File: config.mk
export PLATFORM = sky130hd
export DESIGN_NAME = pmc_snapshot_writer
export DESIGN_NICKNAME = d
export VERILOG_FILES = /design/src/rtl/pmc_snapshot_writer.sv
export SDC_FILE = /design/constraint.sdc
export NUM_CORES = 1
export LEC_CHECK = 0
export CELL_PAD_IN_SITES_DETAIL_PLACEMENT = 0
export CELL_PAD_IN_SITES_GLOBAL_PLACEMENT = 1
export CORE_AREA = 2 2 433 435
export DETAILED_ROUTE_END_ITERATION = 16
export DIE_AREA = 0 0 435 437
export MAX_ROUTING_LAYER = met4
export PLACE_DENSITY_LB_ADDON = 0.1
export SLEW_MARGIN = 20
export SYNTH_ARGS = -nofsm -noshare
export SYNTH_HDL_FRONTEND = slang
export SYNTH_SLANG_ARGS = --single-unit
File: constraint.sdc
create_clock -name clk -period 9.6 [get_ports clk]
set_clock_uncertainty 0.05 [all_clocks]
set_input_delay 2.88 -clock clk [delete_from_list [all_inputs] [get_ports clk]]
set_output_delay 2.88 -clock clk [all_outputs]
set_load 0.01 [all_outputs]
File: src/rtl/pmc_snapshot_writer.sv
// Captures a five-word performance-counter snapshot on request and streams it
// to data memory one word per granted cycle, then pulses done.
module pmc_snapshot_writer #(
  parameter logic [31:0] BASE_ADDR = 32'h0000_0F00,
  parameter int          WORDS     = 5
) (
  input  logic         clk,
  input  logic         reset,
  input  logic         snap_req,
  input  logic [255:0] stall_count_in,
  input  logic [255:0] cycles_per_instruction_q78_in,
  input  logic [255:0] arith_count_in,
  input  logic [255:0] mem_access_count_in,
  output logic         mem_we,
  output logic [31:0]  mem_addr,
  output logic [31:0]  mem_wdata,
  input  logic         mem_gnt,
  output logic         busy,
  output logic         done,
  output logic         trunc,
  output logic         overrun
);

  typedef enum logic [1:0] {
    IDLE  = 2'd0,
    WRITE = 2'd1,
    DONE  = 2'd2
  } state_e;

  localparam logic [2:0] LAST_IDX = 3'(WORDS - 1);

  state_e      state_q, state_d;
  logic [2:0]  idx_q, idx_d;
  logic [31:0] seq_q, seq_d;
  logic        trunc_q, trunc_d;
  logic        overrun_q, overrun_d;
  logic        capture;
  logic        upper_nz;

  logic [31:0] words_q   [WORDS];
  logic [31:0] cap_words [WORDS];

  // Word 0 carries the sequence number as it stood before this capture.
  assign cap_words[0] = seq_q;
  assign cap_words[1] = stall_count_in[31:0];
  assign cap_words[2] = {16'b0, cycles_per_instruction_q78_in[15:0]};
  assign cap_words[3] = arith_count_in[31:0];
  assign cap_words[4] = mem_access_count_in[31:0];

  assign upper_nz = (|stall_count_in[255:32])
                  | (|cycles_per_instruction_q78_in[255:16])
                  | (|arith_count_in[255:32])
                  | (|mem_access_count_in[255:32]);

  always_comb begin
    state_d   = state_q;
    idx_d     = idx_q;
    seq_d     = seq_q;
    trunc_d   = trunc_q;
    overrun_d = overrun_q;
    capture   = 1'b0;
    mem_we    = 1'b0;
    mem_addr  = 32'h0;
    mem_wdata = 32'h0;
    done      = 1'b0;
    busy      = (state_q != IDLE);

    case (state_q)
      IDLE: begin
        if (snap_req) begin
          capture = 1'b1;
          idx_d   = 3'd0;
          seq_d   = seq_q + 32'd1;
          trunc_d = trunc_q | upper_nz;
          state_d = WRITE;
        end
      end
      WRITE: begin
        mem_we    = 1'b1;
        mem_addr  = BASE_ADDR + {27'b0, idx_q, 2'b00};
        mem_wdata = words_q[idx_q];
        if (mem_gnt) begin
          if (idx_q == LAST_IDX) state_d = DONE;
          else                   idx_d   = idx_q + 3'd1;
        end
        if (snap_req) overrun_d = 1'b1;
      end
      DONE: begin
        done    = 1'b1;
        state_d = IDLE;
        if (snap_req) overrun_d = 1'b1;
      end
      default: state_d = IDLE;
    endcase
  end

  always_ff @(posedge clk) begin
    if (reset) begin
      state_q   <= IDLE;
      idx_q     <= 3'd0;
      seq_q     <= 32'h0;
      trunc_q   <= 1'b0;
      overrun_q <= 1'b0;
      for (int i = 0; i < WORDS; i++) words_q[i] <= 32'h0;
    end else begin
      state_q   <= state_d;
      idx_q     <= idx_d;
      seq_q     <= seq_d;
      trunc_q   <= trunc_d;
      overrun_q <= overrun_d;
      if (capture) begin
        for (int i = 0; i < WORDS; i++) words_q[i] <= cap_words[i];
      end
    end
  end

  assign trunc   = trunc_q;
  assign overrun = overrun_q;

endmodule

==> key figures <==
Outcome
  • Status: finished clean

GRT
  • Met1 Use GR: 0.09536
  • Met2 Track Usage GR: 0.2185
  • Number of global-route vias before repair: 14370
  • Total global routing overflow: 0
  • Largest net degree at the start of global routing: 101
  • Antenna violations before repair: 47
  • GR peak layer: met2
  • M3 GR Usage: 0.02589
  • GR Util All Layers: 0.1046
  • First-pass GRT wire length: 130400 um

Synthesis
  • Adder-cell share of the synthesized area: 0.008315
  • Synthesized area: 10530 um2
  • Area fraction in compound gates after synthesis: 0.02589
  • Avg Cell Area, Syn: 10.54 um2
  • Top post-synthesis cells by area: edfxtp_1, nor4_1, and2_1
  • Yosys synthesis warning count: 0
  • Distinct cells, synth: 36
  • Number of synthesized register bits: 186
  • Synth Area in Simple Gates: 0.3460
  • Post-synthesis sequential area ratio: 0.4903
  • Cells after Synth: 999
  • Synth Area in XOR/XNOR: 0.02411
  • Post-synth top area share: 0.4105
  • Mux cell area share after synthesis: 0.06652
  • Largest family of logic cells by synthesized area: simple AND/OR/NAND/NOR gates
  • Post-synth top area cell: edfxtp_1

Detailed routing
  • Total wire length: 99890 um
  • Antenna viol nets, final: 0
  • Vias post-DR: 12620
  • DR DRC count: 0
  • Vias per cell: 2.758
  • WL/cell: 21.82 um
  • Starting DRT DRC Count: 386
  • Drt pass-1 iters: 4

Setup path
  • Critical Path Source Type: flip-flop
  • Critical path class: flip-flop to output pin
  • Endpoint class of the critical path: output pin
  • Critical Path RT: 6670 ps
  • CP Max Fanout: 33
  • R2r setup slk: 6530 ps
  • Crit path arrival time: 3220 ps

Timing
  • Slew margin rel.: 0.2558
  • Final Max Slew Viols: 0
  • Setup Viol. Count Final: 0
  • Maximum clock rate: 0.1625 GHz
  • Min Tclk post-route: 6153 ps
  • Fin. Hold Viols: 0
  • TNS Setup: 0 ps
  • Final period util: 0.6409
  • Post-route worst setup slack: 3447 ps
  • Worst-margin pin slew: 1106 ps
  • RSZ-0062 raised after global routing: no

Power
  • Maximum vdd drop: 0.1390 mV
  • Leakage: 0.007729 uW
  • Pwr dens: 111.5 nW/um2

Floorplanning
  • DIE AREA: 190100 um2
  • Site row count: 158
  • Initial cell density of the core: 0.05693
  • Die Span Y: 437 um
  • Top Ports: 1097
  • Core box area: 185000 um2
  • Chip width: 435 um

Placement
  • Pre-CTS setup slack: 3149 ps
  • Placer Congestion: 0.8687
  • IO buf count: 1071
  • DPL Wire Length: 89160 um

Cells and area
  • # fillers: 21120
  • Multi-input logic area: 5129 um2
  • Reg area: 5174 um2
  • Nets@finish: 3098
  • Share of cells above drive strength 1: 0.05299
  • Area grow syn2layout: 137.0%

Clock network
  • H-tree depth: 4
  • Hold buffer count at CTS: 0
  • Clock Root Buffer: clkbuf_16
  • CTS resizes: 0
  • Post-CTS setup buffers: 0
  • # clock sinks: 186
  • CTS tree: built
  • Number of CTS-inserted buffers: 17
  • Max clock buf depth: 2
  • Reg clk slew, reported paths: 100 ps
  • Worst-Skew Late Latency: 500 ps

Job
  • # Max-Cap Violations: 0

Hold path
  • Hold Crit Class: flip-flop to flip-flop
-- cell usage after synthesis --
cell type  count
nor4_1       242
and2_1       163
edfxtp_1     144
nand4_1       64
nor2_1        43
dfxtp_1       42
clkbuf_1      33
buf_4         30
nand2_1       29
xor2_1        20
o21ai_0       19
nor2b_1       17
a22oi_1       16
mux2_2        16
mux2i_1       16
mux4_2        16
nand3_1       15
nor3_1        11
a21oi_1       10
xnor2_1        9
inv_1          8
ha_1           7
or3_1          4
and3_1         3
and4_1         3
buf_1          3
buf_2          3
nor3_2         3
and4_4         2
nand3_2        2
a211oi_1       1
conb_1         1
nand2b_1       1
nand4_2        1
nand4_4        1
nor4_4         1
-- sequential cells by signal, summed over array words and instances, names as in the netlist, named ones only --
name and flops:
idx_q 3, overrun 1, seq_q 32, state_q 2, trunc 1, words_q 144
-- layout by cell type, fill, tap and decap left out, types with 4 or more instances in the layout --
master | netlist | final
mux2_2 | 16 | 16
nor3_2 | 3 | 4
clkdlybuf4s50_1 | 0 | 1070
mux2i_1 | 16 | 16
o21ai_0 | 19 | 19
and2_1 | 163 | 163
or3_1 | 4 | 4
nand2_1 | 29 | 29
clkinvlp_4 | 0 | 5
inv_8 | 0 | 5
buf_4 | 30 | 17
xor2_1 | 20 | 20
conb_1 | 1 | 25
ha_1 | 7 | 6
nor2_1 | 43 | 41
a21oi_1 | 10 | 10
mux4_2 | 16 | 16
nand4_1 | 64 | 64
inv_1 | 8 | 8
nor4_1 | 242 | 234
nor3_1 | 11 | 10
dfxtp_1 | 42 | 39
nor2b_1 | 17 | 17
nor4_2 | 0 | 8
clkbuf_16 | 0 | 17
diode_2 | 0 | 21
xnor2_1 | 9 | 9
edfxtp_1 | 144 | 144
nand3_1 | 15 | 15
a22oi_1 | 16 | 16
-- stage by stage --
stage                     cell area (um2)  cells    util  total power (uW)  hold slack (ps)
final                               24960   4577  0.1349              2783            432.9
after CTS                           24880   4555  0.1345              2878            439.7
after detailed placement            24300   4523  0.1313              2075            413.3
after floorplan                     10620   1023       -              1391            406.8
after global placement              24270   4523  0.1312              2079            410.9
after global routing                24940   4566  0.1348              2956            487.9
-- per-layer routing --
layer	vias to the layer above	part of all wire
met5	-	0
met4	0	0.010
met3	91	0.055
met2	504	0.61
met1	5978	0.33
li1	6051	-
-- worst max-delay path: stages (launching register included) --
cell and delay [ps]:
dfxtp_2 320, buf_4 310, nor2_2 780, a22oi_1 230
o21ai_0 300, and2_1 170, clkdlybuf4s50_1 570
-- where the power goes --
part | internal, uW | switching, uW | leakage, uW
registers | 1040 | 56.1 | 0.00190
logic | 556 | 373 | 0.00556
clock network | 368 | 391 | 0.000272
-- path summary, 6_finish.rpt --
check | start | to | depth (start not counted)
max | flip-flop | mem_wdata[24] | 6
min reg2reg | overrun$_SDFFE_PP0P_ | overrun$_SDFFE_PP0P_ | 2
max reg2reg | state_q[1]$_SDFFE_PP0P_ | words_q[1][8]$_SDFFCE_PN0P_ | 5
min | overrun$_SDFFE_PP0P_ | overrun$_SDFFE_PP0P_ | 2
-- cell families (layout without fill, tap and decap cells) --
| family | after synthesis | count (layout) |
|---|---|---|
| simple gates | 605 | 605 |
| flops | 186 | 186 |
| buf+inv | 77 | 1130 |
| mux | 48 | 48 |
| compound gates | 46 | 46 |
| xor+xnor | 29 | 29 |
| fa+ha+maj | 7 | 7 |
| other cells | 1 | 46 |
-- area by class of cell --
type	count	area share
Antenna cell	21	0.002105
Clock buffer	17	0.01704
Clock inverter	15	0.006366
Inverter	8	0.001203
Multi-Input combinational cell	760	0.2055
Sequential cell	186	0.2073
Tap cell	2480	0.1243
Timing Repair Buffer	1090	0.4363
Note: power is estimated with default switching activity, not from simulation.
